<file path="src/rtl/btb_array.sv">
// Branch target buffer storage: 2-way set-associative array with per-set LRU,
// a single-entry update port driven by a pending-target holder, and a
// set-by-set flush sequencer.
module btb_array #(
  parameter int unsigned NUM_SETS = 16,
  parameter int unsigned NUM_WAYS = 2
) (
  input  logic        clk_i,
  input  logic        reset_i,
  input  logic        lookup_en_i,
  input  logic [9:0]  lookup_tag_i,
  input  logic [3:0]  lookup_set_i,
  output logic        hit_o,
  output logic [15:0] hit_target_o,
  input  logic        update_req_i,
  input  logic [9:0]  update_tag_i,
  input  logic [3:0]  update_set_i,
  input  logic [15:0] update_target_i,
  output logic        update_ack_o,
  input  logic        flush_i,
  output logic        busy_o
);

  localparam logic [3:0] LastSet = 4'(NUM_SETS - 1);

  typedef enum logic [1:0] {StIdle, StWrite, StFlush} state_e;

  state_e              state_q;
  logic [3:0]          flush_cnt_q;
  logic [NUM_WAYS-1:0] valid_q  [NUM_SETS];
  logic [9:0]          tag_q    [NUM_SETS][NUM_WAYS];
  logic [15:0]         target_q [NUM_SETS][NUM_WAYS];
  logic [NUM_SETS-1:0] lru_q;

  logic [1:0] lk_match;
  logic [1:0] up_match;
  logic       hit_way;
  logic       wr_way;
  logic       do_write;

  // Tag compare for lookup and update ports, way choice and gated outputs.
  // Outputs are masked by reset so they read idle during the reset cycle too.
  always_comb begin
    for (int w = 0; w < 2; w++) begin
      lk_match[w] = valid_q[lookup_set_i][w] && (tag_q[lookup_set_i][w] == lookup_tag_i);
      up_match[w] = valid_q[update_set_i][w] && (tag_q[update_set_i][w] == update_tag_i);
    end

    // Way 0 wins when both ways match.
    hit_way      = ~lk_match[0];
    hit_o        = ~reset_i & lookup_en_i & (state_q != StFlush) & (|lk_match);
    hit_target_o = hit_o ? target_q[lookup_set_i][hit_way] : 16'h0000;

    if (up_match[0]) begin
      wr_way = 1'b0;
    end else if (up_match[1]) begin
      wr_way = 1'b1;
    end else if (!valid_q[update_set_i][0]) begin
      wr_way = 1'b0;
    end else if (!valid_q[update_set_i][1]) begin
      wr_way = 1'b1;
    end else begin
      wr_way = lru_q[update_set_i];
    end

    // A flush arriving in the write cycle cancels the write and its ack.
    do_write     = (state_q == StWrite) & ~flush_i & ~reset_i;
    update_ack_o = do_write;
    busy_o       = ~reset_i & (state_q == StFlush);
  end

  // Control FSM: idle, one-cycle write, 16-cycle flush walk.
  always_ff @(posedge clk_i) begin
    if (reset_i) begin
      state_q     <= StIdle;
      flush_cnt_q <= '0;
    end else begin
      unique case (state_q)
        StIdle: begin
          if (flush_i) begin
            state_q     <= StFlush;
            flush_cnt_q <= '0;
          end else if (update_req_i) begin
            state_q <= StWrite;
          end
        end
        StWrite: begin
          flush_cnt_q <= '0;
          state_q     <= flush_i ? StFlush : StIdle;
        end
        StFlush: begin
          flush_cnt_q <= flush_cnt_q + 4'd1;
          if (flush_cnt_q == LastSet) begin
            state_q <= StIdle;
          end
        end
        default: state_q <= StIdle;
      endcase
    end
  end

  // Valid bits and LRU; a write's LRU update overrides a same-set hit.
  always_ff @(posedge clk_i) begin
    if (reset_i) begin
      for (int s = 0; s < NUM_SETS; s++) begin
        valid_q[s] <= '0;
      end
      lru_q <= '0;
    end else begin
      if (state_q == StFlush) begin
        valid_q[flush_cnt_q] <= '0;
      end
      if (hit_o) begin
        lru_q[lookup_set_i] <= ~hit_way;
      end
      if (do_write) begin
        valid_q[update_set_i][wr_way] <= 1'b1;
        lru_q[update_set_i]           <= ~wr_way;
      end
    end
  end

  // Tag/target payload: no reset, flush leaves it alone; valid bits qualify it.
  always_ff @(posedge clk_i) begin
    if (do_write) begin
      tag_q[update_set_i][wr_way]    <= update_tag_i;
      target_q[update_set_i][wr_way] <= update_target_i;
    end
  end

endmodule

</file>
<file path="config.mk">
export PLATFORM = sky130hd
export DESIGN_NAME = btb_array
export DESIGN_NICKNAME = d
export VERILOG_FILES = /design/src/rtl/btb_array.sv
export SDC_FILE = /design/constraint.sdc
export NUM_CORES = 1
export LEC_CHECK = 0
export BUFFER_PORTS_ARGS = -buffer_cell sky130_fd_sc_hd__buf_4
export CAP_MARGIN = 20
export CORE_MARGIN = 2
export CORE_UTILIZATION = 35
export CTS_BUF_LIST = sky130_fd_sc_hd__clkbuf_4
export DETAILED_ROUTE_END_ITERATION = 6
export SLEW_MARGIN = 40
export SYNTH_ARGS = -nofsm -noshare
export SYNTH_HDL_FRONTEND = slang
export SYNTH_SLANG_ARGS = --single-unit
</file>
<file path="constraint.sdc">
create_clock -name clk_i -period 7 [get_ports clk_i]
set_clock_uncertainty 0.05 [all_clocks]
set_input_delay 0 -clock clk_i [delete_from_list [all_inputs] [get_ports clk_i]]
set_output_delay 0 -clock clk_i [all_outputs]
set_load 0.02 [all_outputs]
</file>
==> results.md <==
- Synthesized flop and latch total: 886
- Cell accounting for the most synthesized area: edfxtp_1
- Wire per inst: roughly 28 um
- Maxcap violations: 0
- I/O Pins: 68
- Total GRT Usage: 20.19%
- Max Slew Vio Count: 0
- Starting DRC count in detailed routing: around 2,800
- Outcome: finished clean
- Worst Reg2Reg Path Length in Cells: 12
- CTS clk-pin slew, worst paths: 0.07 ns
- CTS max path bufs: 3
- Post-CTS resize count: 0
- Synth cell count leaders: edfxtp_1, mux4_2, mux2i_1, nor2_1, nand2_1
- WHS: approximately 0.24 ns
- Final #Nets: 2,445
- Crit end category: flop
- Post-synthesis cell area: ~39,000 um2
- Die ar.: ~110,000 um2
- Chip Width: ~340 um
- Post-Syn Nets: 2,105
- # port buffers: 67
- Main synth FF type: edfxtp_1
- Core area: between 100,000 and 150,000 um2
- Initial antenna violation count: 2
- CTS Buf Count: about 220
- Critical Path RT: 7.93 ns
- Layout cells sized above 1: approximately 34%
- FMAX: approximately 0.17 GHz
- Critical path arrival: 6.78 ns
- P_leak: 14.95 nW
- Worst-Skew Late Latency: 1.06 ns
- First-pass DRT Iterations: 6
- R2R Path Start: tag_q[13][18]
- Reg-to-reg setup timing slack: 1.15 ns
- First-pass GRT wire length: between 150 and 200 mm
- Routed vias: roughly 23,000
- Die height: between 300 and 400 um
- Antenna-violating nets left: 0
- Post-route total power: approximately 0.011 W
- H-tree levels: 4
- Mapped Cells: 2,055
- DRC: 0
- Asr flop ratio synth: 0%
- Hold Path Class: in -> reg
- Count leader, synth: edfxtp_1
- TritonCTS clock tree: yes
- Number of synthesized flops with an enable pin: 864
- PD cells: 239.1 nW/um2
- Register area share after synthesis: around two thirds
- Detail-routed via count per cell: 5.651
- Root buffer cell: clkbuf_4
- Average size of a mapped cell: 18.88 um2
- RD Place Congestion: between 0.9 and 1
- Hold path start: lookup_set_i[3]
- Pin count of the biggest net entering global routing: around 80
- Starting Density: 35.15%
- Syn-to-layout area delta: 18.46%
- Grt ovf: 0
- Fin. Hold Viols: 0
- Top cells by area, synth: edfxtp_1, mux4_2, mux2i_1
- Final HPWL DP: just over 70 mm
- Worst slew margin: between 30% and 40%
- Distinct cells, synth: 70
- RSZ-0062 raised after global routing: no
- CP startpoint kind: flop
- Final Critical Period: about 5.9 ns
- Maximum net fanout on the critical path: 9
- Drt total wl: around 110 mm
- Setup Crit Path Kind: reg -> reg
- CTS Sinks: slightly below 900
- Hold Path Stages: 4
- Tightest Pin Transition: approximately 0.97 ns
- Worst IR Drop VDD: approximately 0.13 mV
- Reg2reg end: lru_q[9]
- Hold endpoint: lru_q[0]
- Final setup fails: 0
- Vias in the first global route: around 24,000
- Top cell type's share of synthesized area: approximately two thirds
- Syn. warnings: 0
- Post-Route Setup TNS: 0 ns
- Final worst path period share: a little over four fifths
- Row cnt: 122
## state kept, by name, summed over array words and instances (netlist names)
name and cells:
flush_cnt_q 4, valid_q 32, tag_q 320, lru_q 16, state_q 2, target_q 512
## power breakdown
group | switching [W] | total (W) | internal (W) | leakage, nW
logic | 0.000511 | 0.000867 | 0.000356 | 5.30
registers | 0.00000831 | 0.00583 | 0.00582 | 7.98
clock network | 0.00214 | 0.00429 | 0.00215 | 1.68
## timing repair
item	4_1_cts	5_1_grt
hold buffers	122	1
setup buffers	0	0
endpoints found under the hold margin	950	4
## routing by layer
metal / wire [um] / track usage, %
met1: 46810 / 27.01
met2: 53450 / 31.57
met3: 9679 / 4.762
met4: 4019 / 8.634
met5: 0 / 0
## metrics by stage
step / instances / cell area (um2) / util (%) / setup WS [ns]
2_1_floorplan: 2055 / 38790 / - / 2.112
3_3_place_gp: 3508 / 41010 / 37.16 / 1.764
3_5_place_dp: 3535 / 41640 / 37.73 / 1.791
4_1_cts: 4055 / 45930 / 41.62 / 1.241
5_1_grt: 4060 / 45960 / 41.64 / 0.9732
6_report: 4060 / 45960 / 41.64 / 1.149
## placed cells by master, fill, tap and decap left out, types with 14 or more instances in the layout
cell type      netlist  routed
o22ai_1             22      22
a21oi_1             35      35
clkbuf_4             0     319
xnor2_1             41      41
nand3_1             22      22
inv_1               18      17
mux4_2             290     290
nand2_1             75      74
clkinv_1             0      54
buf_16               0      16
dfxtp_1             22      22
o21ai_0             37      37
nor3_1              18      17
nor2_1             106      76
dlygate4sd3_1        0      96
buf_12               1      28
buf_8                1      14
mux2i_1            113     113
nor2_4               0      29
buf_4                9      96
a22oi_1             35      35
mux2_2              27      27
edfxtp_1           864     864
## critical path: stages, from the launching register on
cell	delay (ns)
edfxtp_1	0.47
mux4_1	0.54
mux4_2	0.56
xnor2_1	0.20
dlygate4sd3_1	0.58
nand2_1	0.08
dlygate4sd3_1	0.60
nor4_4	0.26
dlygate4sd3_1	0.85
nand3_1	0.15
dlygate4sd3_1	0.58
a311oi_1	0.27
dlygate4sd3_1	0.59
## layout make-up
type	instances	area [um2]
tap	1488	1862
inverter	18	67.56
clock inverter	79	410.4
multi-input combinational	1011	11880
sequential	886	26390
antenna	4	10.01
fill	9819	64410
timing repair buffer	255	2943
clock buffer	319	2395
## worst max path at each step
stage                     from               to  slack [ns]  depth (start not counted)
2_1_floorplan  update_set_i[0]    tag_q[15][10]        2.11                         13
3_3_place_gp   update_set_i[1]  target_q[2][21]        1.76                          9
3_5_place_dp   update_set_i[1]    tag_q[13][18]        1.79                         11
4_1_cts          tag_q[13][18]         lru_q[9]        1.24                         12
5_1_grt          tag_q[13][18]        lru_q[14]        0.97                         12
6_report         tag_q[13][18]         lru_q[9]        1.15                         12
## cells by family (layout without fill, tap and decap cells)
kind of cell / Yosys count / in the layout / share of synthesized area, %
AOI/OAI and AO/OA: 234 / 234 / 4.235
xor gates and xnor gates: 53 / 53 / 1.197
adders and majority gates: 1 / 1 / 0.03225
buffers and inverters: 158 / 671 / 2.003
DFF: 886 / 886 / 68.01
muxes: 439 / 439 / 21.14
other: 0 / 4 / 0
and+or+nand+nor: 284 / 284 / 3.377
(Power assumes the default switching activity.)
